==> src/rtl/l2_write_buffer.sv <==
// Write-back buffer between the L2 memory port and the cacheline adaptor: absorbs
// dirty evictions, forwards matching reads, and drains to memory while L2 is idle.
module l2_write_buffer #(
    parameter int unsigned DEPTH = 4
) (
    input  logic         clk,
    input  logic         rst,
    input  logic [31:0]  mem_address,
    input  logic         mem_read,
    input  logic         mem_write,
    input  logic [255:0] mem_wdata256,
    output logic [255:0] mem_rdata256,
    output logic         mem_resp,
    output logic [31:0]  pmem_address,
    output logic         pmem_read,
    output logic         pmem_write,
    output logic [255:0] pmem_wdata,
    input  logic [255:0] pmem_rdata,
    input  logic         pmem_resp
);
    localparam int unsigned PW = $clog2(DEPTH);
    localparam int unsigned CW = PW + 1;
    localparam logic [PW-1:0] PTR_ONE  = PW'(1);
    localparam logic [CW-1:0] CNT_ONE  = CW'(1);
    localparam logic [CW-1:0] CNT_FULL = CW'(DEPTH);

    typedef enum logic [1:0] {IDLE, RD_MEM, DRAIN, RESP} state_e;

    state_e           state_q, state_d;
    logic [CW-1:0]    count_q, count_d;
    logic [PW-1:0]    head_q, head_d;
    logic [PW-1:0]    tail_q, tail_d;
    logic [DEPTH-1:0] valid_q, valid_d;
    logic [26:0]      tag_q  [DEPTH];
    logic [26:0]      tag_d  [DEPTH];
    logic [255:0]     data_q [DEPTH];
    logic [255:0]     data_d [DEPTH];
    logic [255:0]     rdata_q, rdata_d;
    logic [31:0]      paddr_q, paddr_d;
    logic [255:0]     pwdata_q, pwdata_d;

    logic [26:0]      line_tag;
    logic             hit;
    logic [PW-1:0]    hit_idx;
    logic             full;
    logic             empty;
    logic             addr_offset_unused;

    assign line_tag           = mem_address[31:5];
    assign addr_offset_unused = ^mem_address[4:0];
    assign full               = (count_q == CNT_FULL);
    assign empty              = (count_q == '0);

    // Coalescing guarantees at most one valid entry per line, so no priority needed.
    always_comb begin
        hit     = 1'b0;
        hit_idx = '0;
        for (int unsigned i = 0; i < DEPTH; i++) begin
            if (valid_q[i] && (tag_q[i] == line_tag)) begin
                hit     = 1'b1;
                hit_idx = PW'(i);
            end
        end
    end

    always_comb begin
        state_d  = state_q;
        count_d  = count_q;
        head_d   = head_q;
        tail_d   = tail_q;
        valid_d  = valid_q;
        tag_d    = tag_q;
        data_d   = data_q;
        rdata_d  = rdata_q;
        paddr_d  = paddr_q;
        pwdata_d = pwdata_q;
        case (state_q)
            IDLE: begin
                if (mem_read) begin
                    if (hit) begin
                        rdata_d = data_q[hit_idx];
                        state_d = RESP;
                    end else begin
                        paddr_d = {line_tag, 5'b0};
                        state_d = RD_MEM;
                    end
                end else if (mem_write) begin
                    if (hit) begin
                        data_d[hit_idx] = mem_wdata256;
                        state_d         = RESP;
                    end else if (!full) begin
                        tag_d[tail_q]   = line_tag;
                        data_d[tail_q]  = mem_wdata256;
                        valid_d[tail_q] = 1'b1;
                        tail_d          = tail_q + PTR_ONE;
                        count_d         = count_q + CNT_ONE;
                        state_d         = RESP;
                    end else begin
                        // Write is left pending; it is re-evaluated once the head drains.
                        paddr_d  = {tag_q[head_q], 5'b0};
                        pwdata_d = data_q[head_q];
                        state_d  = DRAIN;
                    end
                end else if (!empty) begin
                    paddr_d  = {tag_q[head_q], 5'b0};
                    pwdata_d = data_q[head_q];
                    state_d  = DRAIN;
                end
            end
            RD_MEM: begin
                if (pmem_resp) begin
                    rdata_d = pmem_rdata;
                    state_d = RESP;
                end
            end
            DRAIN: begin
                if (pmem_resp) begin
                    valid_d[head_q] = 1'b0;
                    head_d          = head_q + PTR_ONE;
                    count_d         = count_q - CNT_ONE;
                    state_d         = IDLE;
                end
            end
            RESP:    state_d = IDLE;
            default: state_d = IDLE;
        endcase
    end

    always_ff @(posedge clk or posedge rst) begin
        if (rst) begin
            state_q  <= IDLE;
            count_q  <= '0;
            head_q   <= '0;
            tail_q   <= '0;
            valid_q  <= '0;
            rdata_q  <= '0;
            paddr_q  <= '0;
            pwdata_q <= '0;
        end else begin
            state_q  <= state_d;
            count_q  <= count_d;
            head_q   <= head_d;
            tail_q   <= tail_d;
            valid_q  <= valid_d;
            rdata_q  <= rdata_d;
            paddr_q  <= paddr_d;
            pwdata_q <= pwdata_d;
        end
    end

    always_ff @(posedge clk) begin
        tag_q  <= tag_d;
        data_q <= data_d;
    end

    assign mem_resp     = (state_q == RESP);
    assign pmem_read    = (state_q == RD_MEM);
    assign pmem_write   = (state_q == DRAIN);
    assign mem_rdata256 = rdata_q;
    assign pmem_address = paddr_q;
    assign pmem_wdata   = pwdata_q;

    a_rd_wr_exclusive: assert property (@(posedge clk) disable iff (rst) !(mem_read && mem_write));

endmodule

==> config.mk <==
export PLATFORM = sky130hd
export DESIGN_NAME = l2_write_buffer
export DESIGN_NICKNAME = d
export VERILOG_FILES = /design/src/rtl/l2_write_buffer.sv
export SDC_FILE = /design/constraint.sdc
export NUM_CORES = 2
export LEC_CHECK = 0
export CAP_MARGIN = 5
export CORE_MARGIN = 5
export CORE_UTILIZATION = 24
export CTS_BUF_LIST = sky130_fd_sc_hd__clkbuf_8
export DETAILED_ROUTE_END_ITERATION = 12
export GPL_TIMING_DRIVEN = 0
export MAX_ROUTING_LAYER = met4
export PLACE_DENSITY = 0.45
export SYNTH_ARGS = -nofsm -noshare
export SYNTH_HDL_FRONTEND = slang
export SYNTH_SLANG_ARGS = --single-unit
==> constraint.sdc <==
create_clock -name clk -period 20.3 [get_ports clk]
set_input_delay 3.045 -clock clk [delete_from_list [all_inputs] [get_ports clk]]
set_output_delay 3.045 -clock clk [all_outputs]
set_load 0.01 [all_outputs]
* Word level (Yosys, flattened, before mapping)
Cells that the tools add are included.
Operators by class: equality and inequality tests 24, order comparisons 9, reduce and logical (&&, ||, !) cells 20, muxes and demuxes 66, bitwise logic cells 9, $add $sub $neg 4
Operator list (count):
- $mux 256 | 13
- $bwmux 1024 | 2
- $mux 1024 | 2
- $bmux 256 s2 | 2
- $demux 256 s2 | 2
- $pmux 256 s2 | 1
- $mux 32 | 6
- $bwmux 108 | 1
- $eq 27x27->1 | 4
- $mux 27 | 3
- $bmux 27 s2 | 1
- $demux 27 s2 | 1
- $mux 4 | 5
- $ne 2x2->1 const B | 10
- $mux 2 | 8
- $mux 3 | 5
- $reduce_and 5->1 | 3
- $ge 3x3->1 const B | 3
- $mux 1 | 9
- $not 2->3 | 3
- $logic_and 1x1->1 | 8
- $pmux 2 s4 | 1
- $pmux 4 s2 | 1
- $reduce_and 4->1 | 2
- other kinds (25) | 36
Storage, ports and cells: output and inout port bits 547, word-level logic and storage cells 148, register bits after elaboration 1689

* Logic depth before layout (Yosys ltp)
word-level depth 12, gate-level depth with buffers 13, depth with buffers taken out 7

* Worst setup path before layout
OpenSTA, ideal clock, no wires.
path kind input -> register, start point input mem_address[23], end point register data_q[256] (netlist bit) (enable), stages 11, arrival 23.524 ns, setup slack -4.476 ns, required time 19.049 ns, setup time 1.251 ns, path buffers 4, cells stage by stage buf_4 > xnor2_2 > nand4_1 > or4_1 > clkbuf_1 > or2_0 > buf_2 > clkbuf_1 > nand4_1 > o21ai_0 > a211oi_1
Between the ends: word-level cells in the longest chain between the ends 8
Ends and longest elaborated chain:
- start: declaration | line 8 | input logic [31:0] mem_address,
- $eq 27x27->1 | line 59 | if (valid_q[i] && (tag_q[i] == line_tag)) begin
- $logic_and 1x1->1 | line 59
- $mux 1 (3 in a row) | line 59
- $mux 1 * | line 59
- $ne 2x2->1 (no source line) *
- $reduce_and 4->1 (no source line) *
- end signal: assignment | line 153 | data_q <= data_d;
- end: declaration | line 36 | logic [255:0] data_q [DEPTH];
Every way passes the cells marked *; elsewhere a longest branch is shown, timed or not. A chain may end at the register's enable or synchronous reset.

* Final worst setup path
start point input mem_address[30], end point register data_q[417] (netlist bit) (enable)
Same word-level chain as after synthesis.

==> impl_metrics.tcl <==
set metrics [dict create \
    status "finished, final reports clean" \
    cp-start-kind "input pin" \
    cts_tree "built" \
    fmax_ghz 0.119 \
    clkTransAtPathRegs_ns 0.06 \
    max_stage_delay_ns 0.72 \
    synth-compound-area-share_pct 8.50 \
    yosysWarningCount 0 \
    crit_chain "clkdlybuf4s50_1 -> buf_2 -> xnor2_1 -> nand4_1 -> or4_1 -> clkbuf_1 -> or2_0 -> buf_2 -> clkbuf_1 -> nand4_1 -> o21ai_0 -> a211oi_4 -> buf_8 -> buf_16 -> buf_8 -> buf_8 -> buf_8 -> buf_16" \
    synth_xor_area_share_pct 1.26 \
    routedWlPerCell_um 32.1 \
    powerDensity_nw_per_um2 136 \
    rrSetupSlack_ns 14.37 \
    r2r_start "tag_q[8]" \
    dr.pass1.iters 5 \
    worst_pin_slew_ns 1.22 \
    grt_pass1_wl_mm 543 \
    area_growth_pct 31.1 \
    reg2reg_depth 16 \
    gr-total-overflow 0 \
    yosys.cell_types.count 57 \
    critPathLaunch "mem_address[30]" \
    grt_pass1_vias 64535 \
    period_minus_slack_ns 8.40 \
    maxSlewViolCount 0 \
    insertion_delay_ns 1.08 \
    routabilityCongestion 0.897 \
    ir_drop_v 0.0000661 \
    reg2reg_to "data_q[417]" \
    drt_wl_total_mm 399 \
    cp_slowest_cell "a211oi_4" \
    synth_flop_cell "edfxtp_1" \
    layout_commonest_cell "edfxtp_1" \
    first_iter_violations 5953 \
    hp-class "reg -> reg" \
    p_leak_nw 36.5 \
    ys_seq_area_share_pct 58.6 \
    grt_use_total_pct 22.4 \
    path_class "in -> reg" \
    hold_depth 1 \
    remaining_drc_errors 0 \
    die_h_um 593 \
    muxShareOfSynthArea_pct 15.3 \
    rows 214 \
    htree_levels 5 \
    synth_area_leaders "edfxtp_1 42%, dfrtp_1 17%, mux4_2 7.8%" \
    grt_start_max_net_pins 102 \
    rsz0062_at_grt "no" \
    nNetsFinal 8060 \
    drive_above_1_share_pct 16.3 \
    timing.final.crit_share_pct 41.4 \
    die_area_sq_um 352000 \
    synth_cells 5990 \
    cp-endpoint "data_q[417]" \
    final_cell_mix "1132 x edfxtp_1, 1085 x clkdlybuf4s50_1, 773 x and2_1, 552 x dfrtp_1, 479 x clkbuf_1" \
    fillers 34342 \
    initial_core_util_pct 24.1 \
    cts_hold_buffers 0 \
    hold_violations 0 \
    crit_top_cell "buf_8" \
    port_buffers 1085 \
    maxSlewHeadroom_pct 18.8 \
    cp-end-kind "flop" \
    vias_per_cell 5.04 \
    cts_sinks 1684 \
    synth_top_area_share_pct 41.6 \
    finalClockSkew_ns 0.0858 \
    yosysTopAreaCell "edfxtp_1" \
    synth_top_family_by_area "multiplexers" \
    required_ns 21.02 \
    cts_repair_resize_count 0 \
    setup_viol 0 \
    synth.avg_cell_area_sq_um 13.6 \
    antenna_found_initial 166 \
    vias 62626 \
    path_max_fanout 14 \
    ant_nets 0 \
    netlist_area_sq_um 81600 \
    synth_adder_area_share_pct 0.147 \
    coreArea_sq_um 339000 \
    ios 1096 \
    synthArstFlopShare_pct 32.8 \
    max_cap_violations 0 \
    cts-root-buf "clkbuf_8" \
    post-cts-setup-buffers 0 \
    fp.dieW_um 593 \
    cts_buffer_depth 4 \
    hpwlAfterDp_mm 299 \
    yosys.area_share.simple_pct 11.9 \
    finalSetupTns_ns 0 \
    ys_ff_latch 1684 \
    synth_edf_count 1132 \
    cts_buffers 331 \
    arrival_ns 9.12 \
    fin_total_pwr_mw 14.5 \
]
==> registers in the layout, indices dropped and copies added (netlist names) <==
| register | cells |
|---|---|
| tail_q | 2 |
| count_q | 3 |
| data_q | 1024 |
| mem_rdata256 | 256 |
| valid_q | 4 |
| state_q | 2 |
| tag_q | 108 |
| head_q | 2 |
| pmem_wdata | 256 |
| pmem_address | 27 |
==> critical path: cells and delay by family <==
family / cells / cell delay, ns
compound gates: 2 / 1.09
xor+xnor: 1 / 0.39
buf+inv: 11 / 3.12
simple gates: 4 / 1.35
==> routing by layer <==
metal	vias up	track usage (%)	wire length, um	share of wire, %
met5	-	-	0	0
met4	0	9.01	17100	4.3
met3	680	5.32	31400	7.9
met2	3020	34.9	186000	47
met1	32566	28.2	165000	41
li1	26360	-	-	-
==> area by class of cell <==
class | instances | area, sq um | area share (%)
sequential | 1684 | 47800 | 44.7
multi-input combinational | 3429 | 30400 | 28.4
timing repair buffer | 1175 | 12700 | 11.9
tap | 4536 | 5680 | 5.30
clock buffer | 360 | 4950 | 4.63
buffer | 615 | 2570 | 2.40
clock inverter | 258 | 1600 | 1.49
inverter | 266 | 1010 | 0.940
antenna | 108 | 270 | 0.253
==> worst min path at each step <==
stage / startpoint / end
2_1_floorplan: valid_q[3] / valid_q[3]
3_3_place_gp: pmem_address[25] / pmem_address[25]
3_5_place_dp: count_q[0] / count_q[0]
4_1_cts: count_q[0] / count_q[0]
5_1_grt: pmem_wdata[224] / pmem_wdata[224]
6_report: count_q[0] / count_q[0]
==> report_power, final <==
group          total, mW  switching (mW)  internal (mW)  leakage (nW)
clock               3.50            1.68           1.82          3.83
sequential          5.01           0.475           4.53          17.1
combinational       6.02            3.41           2.61          15.6
==> synth_stat cells, types with 2 or more instances <==
library cell / instances
mux2_2: 291
inv_1: 265
nor4_1: 20
buf_2: 43
or4_1: 3
buf_4: 32
buf_6: 5
nor4b_1: 7
a211oi_1: 2
a221oi_1: 257
and2_1: 773
nand3_1: 262
nand4b_1: 4
nor3_1: 260
edfxtp_1: 1132
buf_1: 18
a311oi_1: 255
xor2_1: 46
o2111ai_1: 256
mux4_2: 283
dfrtp_1: 552
a21oi_1: 6
nand4_1: 29
nand2_1: 12
ha_1: 8
mux2_4: 20
and4b_1: 2
mux2i_1: 257
clkbuf_1: 517
nor2b_1: 256
xnor2_1: 57
xnor2_2: 8
and3_1: 10
o21ai_0: 5
nor2_1: 12
a21o_1: 4
==> logic make-up (layout without fill, tap and decap cells) <==
kind of cell             count (synthesis)  count (layout)
adder cells (fa/ha/maj)                  9               9
XOR/XNOR                               111             111
AND/OR/NAND/NOR                       1656            1656
multiplexers                           851             851
other                                    1             113
AO/OA/AOI/OAI                          797             797
buffers and inverters                  881            2674
flip-flops                            1684            1684
==> stage by stage <==
stage	util, %	instance area, sq um	hold WS, ns	std cells	setup slack (ns)
global route	31.5	107000	0.517	12407	11.82
CTS	31.5	107000	0.496	12321	11.99
detailed placement	29.5	100000	0.484	11703	10.84
finish	31.5	107000	0.495	12431	11.90
floorplan	-	81700	0.463	5994	1.82
global placement	28.9	98200	0.493	11615	-13.09
(Power assumes the default switching activity.)
